`src/rtl/ring_decoder.sv`:
```
// ring_decoder
//   Tracks a one-hot ring counter and reports the binary index of its hot bit.
//   Locks onto the first legal pattern, checks every later sample against the
//   expected successor, counts completed revolutions and detected faults, and
//   resynchronises on the next legal pattern after a fault.
//
// Ports
//   clk      rising-edge clock
//   rst_n    asynchronous active-low reset
//   en       sample qualifier: ring advanced this cycle
//   clr      synchronous clear of state and counters (priority over en)
//   ring     one-hot state vector (N bits)
//   idx      binary index of the hot bit last accepted
//   valid    idx is trustworthy (LOCKED)
//   err      one-cycle pulse on a detected sequence fault
//   wrap     one-cycle pulse on an accepted N-1 -> 0 transition
//   rev_cnt  completed revolutions, wraps modulo 2^CNT_W
//   err_cnt  detected faults, saturates at all-ones
module ring_decoder #(
    parameter int N     = 4,
    parameter int CNT_W = 8,
    localparam int W    = $clog2(N)
) (
    input  logic             clk,
    input  logic             rst_n,
    input  logic             en,
    input  logic             clr,
    input  logic [N-1:0]     ring,
    output logic [W-1:0]     idx,
    output logic             valid,
    output logic             err,
    output logic             wrap,
    output logic [CNT_W-1:0] rev_cnt,
    output logic [CNT_W-1:0] err_cnt
);

    localparam int PW = $clog2(N + 1);

    typedef enum logic [1:0] {
        UNLOCKED = 2'd0,
        LOCKED   = 2'd1,
        FAULT    = 2'd2
    } state_t;

    state_t        state;
    logic [PW-1:0] hot_cnt;
    logic [W-1:0]  hot_idx;
    logic          one_hot;
    logic          at_last;
    logic [W-1:0]  succ_idx;
    logic [N-1:0]  exp_ring;

    // Population count and position of the (last) set bit of ring.
    always_comb begin
        hot_cnt = '0;
        hot_idx = '0;
        for (int unsigned i = 0; i < N; i++) begin
            if (ring[i]) begin
                hot_cnt = hot_cnt + PW'(1);
                hot_idx = W'(i);
            end
        end
    end

    assign one_hot  = (hot_cnt == PW'(1));
    assign at_last  = (idx == W'(N - 1));
    // Explicit wrap needed: N need not be a power of two.
    assign succ_idx = at_last ? '0 : idx + W'(1);
    assign exp_ring = N'(1) << succ_idx;

    always_ff @(posedge clk or negedge rst_n) begin
        if (!rst_n) begin
            state   <= UNLOCKED;
            idx     <= '0;
            valid   <= 1'b0;
            err     <= 1'b0;
            wrap    <= 1'b0;
            rev_cnt <= '0;
            err_cnt <= '0;
        end else begin
            err  <= 1'b0;
            wrap <= 1'b0;
            if (clr) begin
                state   <= UNLOCKED;
                idx     <= '0;
                valid   <= 1'b0;
                rev_cnt <= '0;
                err_cnt <= '0;
            end else if (en) begin
                case (state)
                    UNLOCKED, FAULT: begin
                        // Illegal patterns are ignored silently until a legal one arrives.
                        if (one_hot) begin
                            idx   <= hot_idx;
                            state <= LOCKED;
                            valid <= 1'b1;
                        end
                    end
                    LOCKED: begin
                        if (ring == exp_ring) begin
                            idx <= succ_idx;
                            if (at_last) begin
                                wrap    <= 1'b1;
                                rev_cnt <= rev_cnt + CNT_W'(1);
                            end
                        end else begin
                            err   <= 1'b1;
                            state <= FAULT;
                            valid <= 1'b0;
                            if (err_cnt != '1)
                                err_cnt <= err_cnt + CNT_W'(1);
                        end
                    end
                    default: begin
                        state <= UNLOCKED;
                        valid <= 1'b0;
                    end
                endcase
            end
        end
    end

endmodule
```
`config.mk`:
```
export PLATFORM = sky130hd
export DESIGN_NAME = ring_decoder
export DESIGN_NICKNAME = d
export VERILOG_FILES = /design/src/rtl/ring_decoder.sv
export SDC_FILE = /design/constraint.sdc
export NUM_CORES = 1
export LEC_CHECK = 0
export CAP_MARGIN = 20
export CORE_ASPECT_RATIO = 0.6
export CORE_MARGIN = 1
export CORE_UTILIZATION = 50
export CTS_CLUSTER_SIZE = 24
export DETAILED_ROUTE_END_ITERATION = 8
export HOLD_SLACK_MARGIN = 0.03
export PLACE_DENSITY = 0.76
export SLEW_MARGIN = 0
export SYNTH_ARGS = -nofsm -noshare
export SYNTH_HDL_FRONTEND = slang
export SYNTH_SLANG_ARGS = --single-unit
```
`constraint.sdc`:
```
create_clock -name clk -period 6.1 [get_ports clk]
set_clock_uncertainty 0.2 [all_clocks]
set_input_delay 1.83 -clock clk [delete_from_list [all_inputs] [get_ports clk]]
set_output_delay 1.83 -clock clk [all_outputs]
set_load 0.01 [all_outputs]
```
==> flow_metrics.py <==
metrics = {
    "detailed_routing": {
        "num_vias": 1129,
        "antenna_left": 0,
        "dr.pass1.iters": 4,
        "drt_iter0_drc": 65,
        "drc": 0,
        "wl_um": 3010,
        "wl_per_cell_um": 14.9,
        "via_per_inst": 5.59,
    },
    "synthesis": {
        "synth_top_family_by_area": "simple AND/OR/NAND/NOR gates",
        "ys_warn_count": 0,
        "synth-compound-area-share": 0.105,
        "synth.mux.area_fraction": 0.0464,
        "synth_most_common_cell": "dfrtp_1",
        "synthAdderAreaFrac": 0.0818,
        "synth_cell_types": 38,
        "synthSimpleGateAreaFrac": 0.213,
        "synth-edff-count": 0,
        "netlist_instances": 144,
        "syn_avg_cell_area_um2": 9.56,
        "netlist_area_mm2": 0.00138,
        "ys_ff_latch": 22,
        "ys_seq_area_frac": 0.400,
        "synthTopCellsByCount": "dfrtp_1 (22), nor2_1 (19), nand2_1 (10), xor2_1 (10)",
        "synth.top_cells.by_area": "dfrtp_1 (40%), ha_1 (8.2%), xor2_1 (6.4%)",
        "synth_xor_area_frac": 0.108,
        "yosysTopAreaCellShare": 0.400,
        "async_flop_share": 1.00,
        "syn_nets": 161,
        "synth_ff_type": "dfrtp_1",
        "synth_area_leader_cell": "dfrtp_1",
    },
    "floorplan": {
        "start_util": 0.538,
        "rows": 14,
        "ios": 29,
        "coreArea_mm2": 0.00256,
        "die_w_um": 69.7,
        "dieArea_mm2": 0.00297,
        "die_y_um": 42.6,
    },
    "min_path": {
        "whs_path_depth": 2,
        "hold_class": "reg2reg",
        "min_to": "rev_cnt[7]$_DFFE_PN0P_",
        "hold_start": "rev_cnt[7]$_DFFE_PN0P_",
    },
    "setup_path": {
        "reg2reg_slack_ns": 3.30,
        "crit_path_frequent_cell": "ha_1",
        "crit_fanout": 5,
        "path_buf_inv": 2,
        "worst_path_max_delay_cell": "or4b_4",
        "rr_worst_depth": 6,
        "cp_slowest_stage_delay_ns": 0.57,
        "crit_family": "simple AND/OR/NAND/NOR gates",
        "crit_path_end_kind": "register",
        "crit_chain": "clkdlybuf4s50_1, inv_1, ha_1, xor2_1, ha_1, or2_0, mux4_2, or4b_4, a221o_1, a21oi_2",
        "required_ns": 6.09,
        "path_class": "in2reg",
        "critPathLaunchType": "input port",
        "cp-startpoint": "ring[1]",
        "r2r_start": "idx[1]$_DFFE_PN0P_",
        "worstReg2RegEnd": "err_cnt[5]$_DFFE_PN0P_",
        "arrival_ns": 4.99,
    },
    "timing": {
        "tightest_slew_ns": 0.961,
        "finalSetupViolCount": 0,
        "fin_tns_setup_ns": 0,
        "hold_violations": 0,
        "slew_headroom": 0.357,
        "fin_crit_ns": 5.00,
        "hold_slack_ns": 0.351,
        "period_share": 0.820,
        "fmax_mhz": 200,
        "rsz0062_at_grt": "false",
        "drv_slew": 0,
    },
    "clock_tree": {
        "cts_hold_buf": 0,
        "cts_tree": "built",
        "root_buffer": "clkbuf_8",
        "cts_inserted_buffers": 3,
        "cts.repair.resized": 0,
        "clk_pin_slew_worst_paths_ns": 0.09,
        "clk_latency_ns": 0.27,
        "cts_setup_buffers": 0,
        "cts_buffer_depth": 2,
        "clkSinkCount": 22,
        "htreeDepth": 1,
    },
    "power_and_ir_drop": {
        "peakVddDrop_mv": 0.116,
        "design_power_total_w": 0.000336,
        "powerDensity_mw_per_mm2": 193,
        "p_leak_nw": 0.750,
    },
    "global_routing": {
        "grt_remaining_overflow": 0,
        "grt_pass1_vias": 1085,
        "grt_use_total": 0.228,
        "antenna_found_initial": 0,
        "grt_max_degree": 24,
        "grt_pass1_wl_um": 5180,
    },
    "status": {
        "status": "finished clean",
    },
    "finish": {
        "syn2layout_area_growth_pct": 26.3,
        "nFillCells": 185,
        "drive_above_1_share": 0.0706,
        "nets": 188,
        "final_area_mm2": 0.00174,
        "final_cells": 202,
        "antenna_cells": 0,
    },
    "place": {
        "post_dp_cell_area_mm2": 0.00167,
        "dp_hpwl_um": 2150,
        "placed_cells": 198,
        "gp_congestion": 0.762,
        "io_buffers": 28,
    },
    "job": {
        "maxCapViolations": 0,
    },
}
[state kept, by name (all words and copies together) (netlist names)]
register / count
err: 1
err_cnt: 8
idx: 2
rev_cnt: 8
state: 2
wrap: 1
[worst reg2reg max path, stage by stage, from the launching register on]
cell and delay (ns):
dfrtp_1 0.46, ha_1 0.35, xor2_1 0.31, o41ai_2 0.20, a31oi_1 0.55, and3_1 0.29
mux2_2 0.34
[power breakdown]
group / switching, W / internal (W) / leakage (nW) / total, W
Clock: 0.0000484 / 0.0000877 / 0.0357 / 0.000136
Combinational: 0.0000268 / 0.0000216 / 0.408 / 0.0000483
Sequential: 0.00000323 / 0.000148 / 0.306 / 0.000151
[worst max path at each step]
| stage | to | cells past startpoint |
|---|---|---|
| after detailed placement | idx[1]$_DFFE_PN0P_ | 10 |
| final | idx[1]$_DFFE_PN0P_ | 10 |
| after floorplan | idx[1]$_DFFE_PN0P_ | 9 |
| after CTS | idx[1]$_DFFE_PN0P_ | 10 |
| after global placement | idx[1]$_DFFE_PN0P_ | 10 |
| after global routing | idx[1]$_DFFE_PN0P_ | 10 |
[cell families (layout without fill, tap and decap cells)]
logic type / after synthesis / in the layout
buf+inv: 15 / 41
compound gates: 19 / 19
flops: 22 / 22
fa+ha+maj: 9 / 9
mux: 5 / 5
xor+xnor: 17 / 17
simple gates: 57 / 57
[area by class of cell]
type	count	area, um^2	area share
multi-input combinational	107	762	0.438
sequential	22	551	0.317
timing repair buffer	28	280	0.161
clock buffer	3	41.3	0.0238
tap	32	40.0	0.0230
inverter	9	33.8	0.0194
clock inverter	1	30.0	0.0173
[cells in the final DEF, fill, tap and decap left out, types with 2 or more instances in the layout]
| cell | instances |
|---|---|
| clkdlybuf4s50_1 | 28 |
| dfrtp_1 | 22 |
| nor2_1 | 19 |
| xor2_1 | 10 |
| nand2_1 | 10 |
| inv_1 | 9 |
| ha_1 | 9 |
| xnor2_1 | 7 |
| and3_1 | 5 |
| nand4_1 | 5 |
| a21oi_1 | 4 |
| mux2i_1 | 3 |
| nand3_1 | 3 |
| a31o_2 | 3 |
| o21ai_0 | 3 |
| clkbuf_8 | 3 |
| nor4_1 | 2 |
| nand2b_1 | 2 |
| nor3_1 | 2 |
| a2111oi_0 | 2 |
[per-stage QoR]
stage               worst slack, ns   util
floorplan                      1.51      -
global placement              0.875  0.652
detailed placement            0.805  0.652
CTS                            1.09  0.680
global route                   1.01  0.680
finish                         1.10  0.680
[layer usage]
layer  up-vias  wire (um)  global-route usage
met5         -          0                   0
met4         0          8              0.0560
met3         2        130              0.0553
met1       543       1480               0.316
met2        30       1390               0.365
li1        554          -                   -
Note: power is estimated with default switching activity, not from simulation.
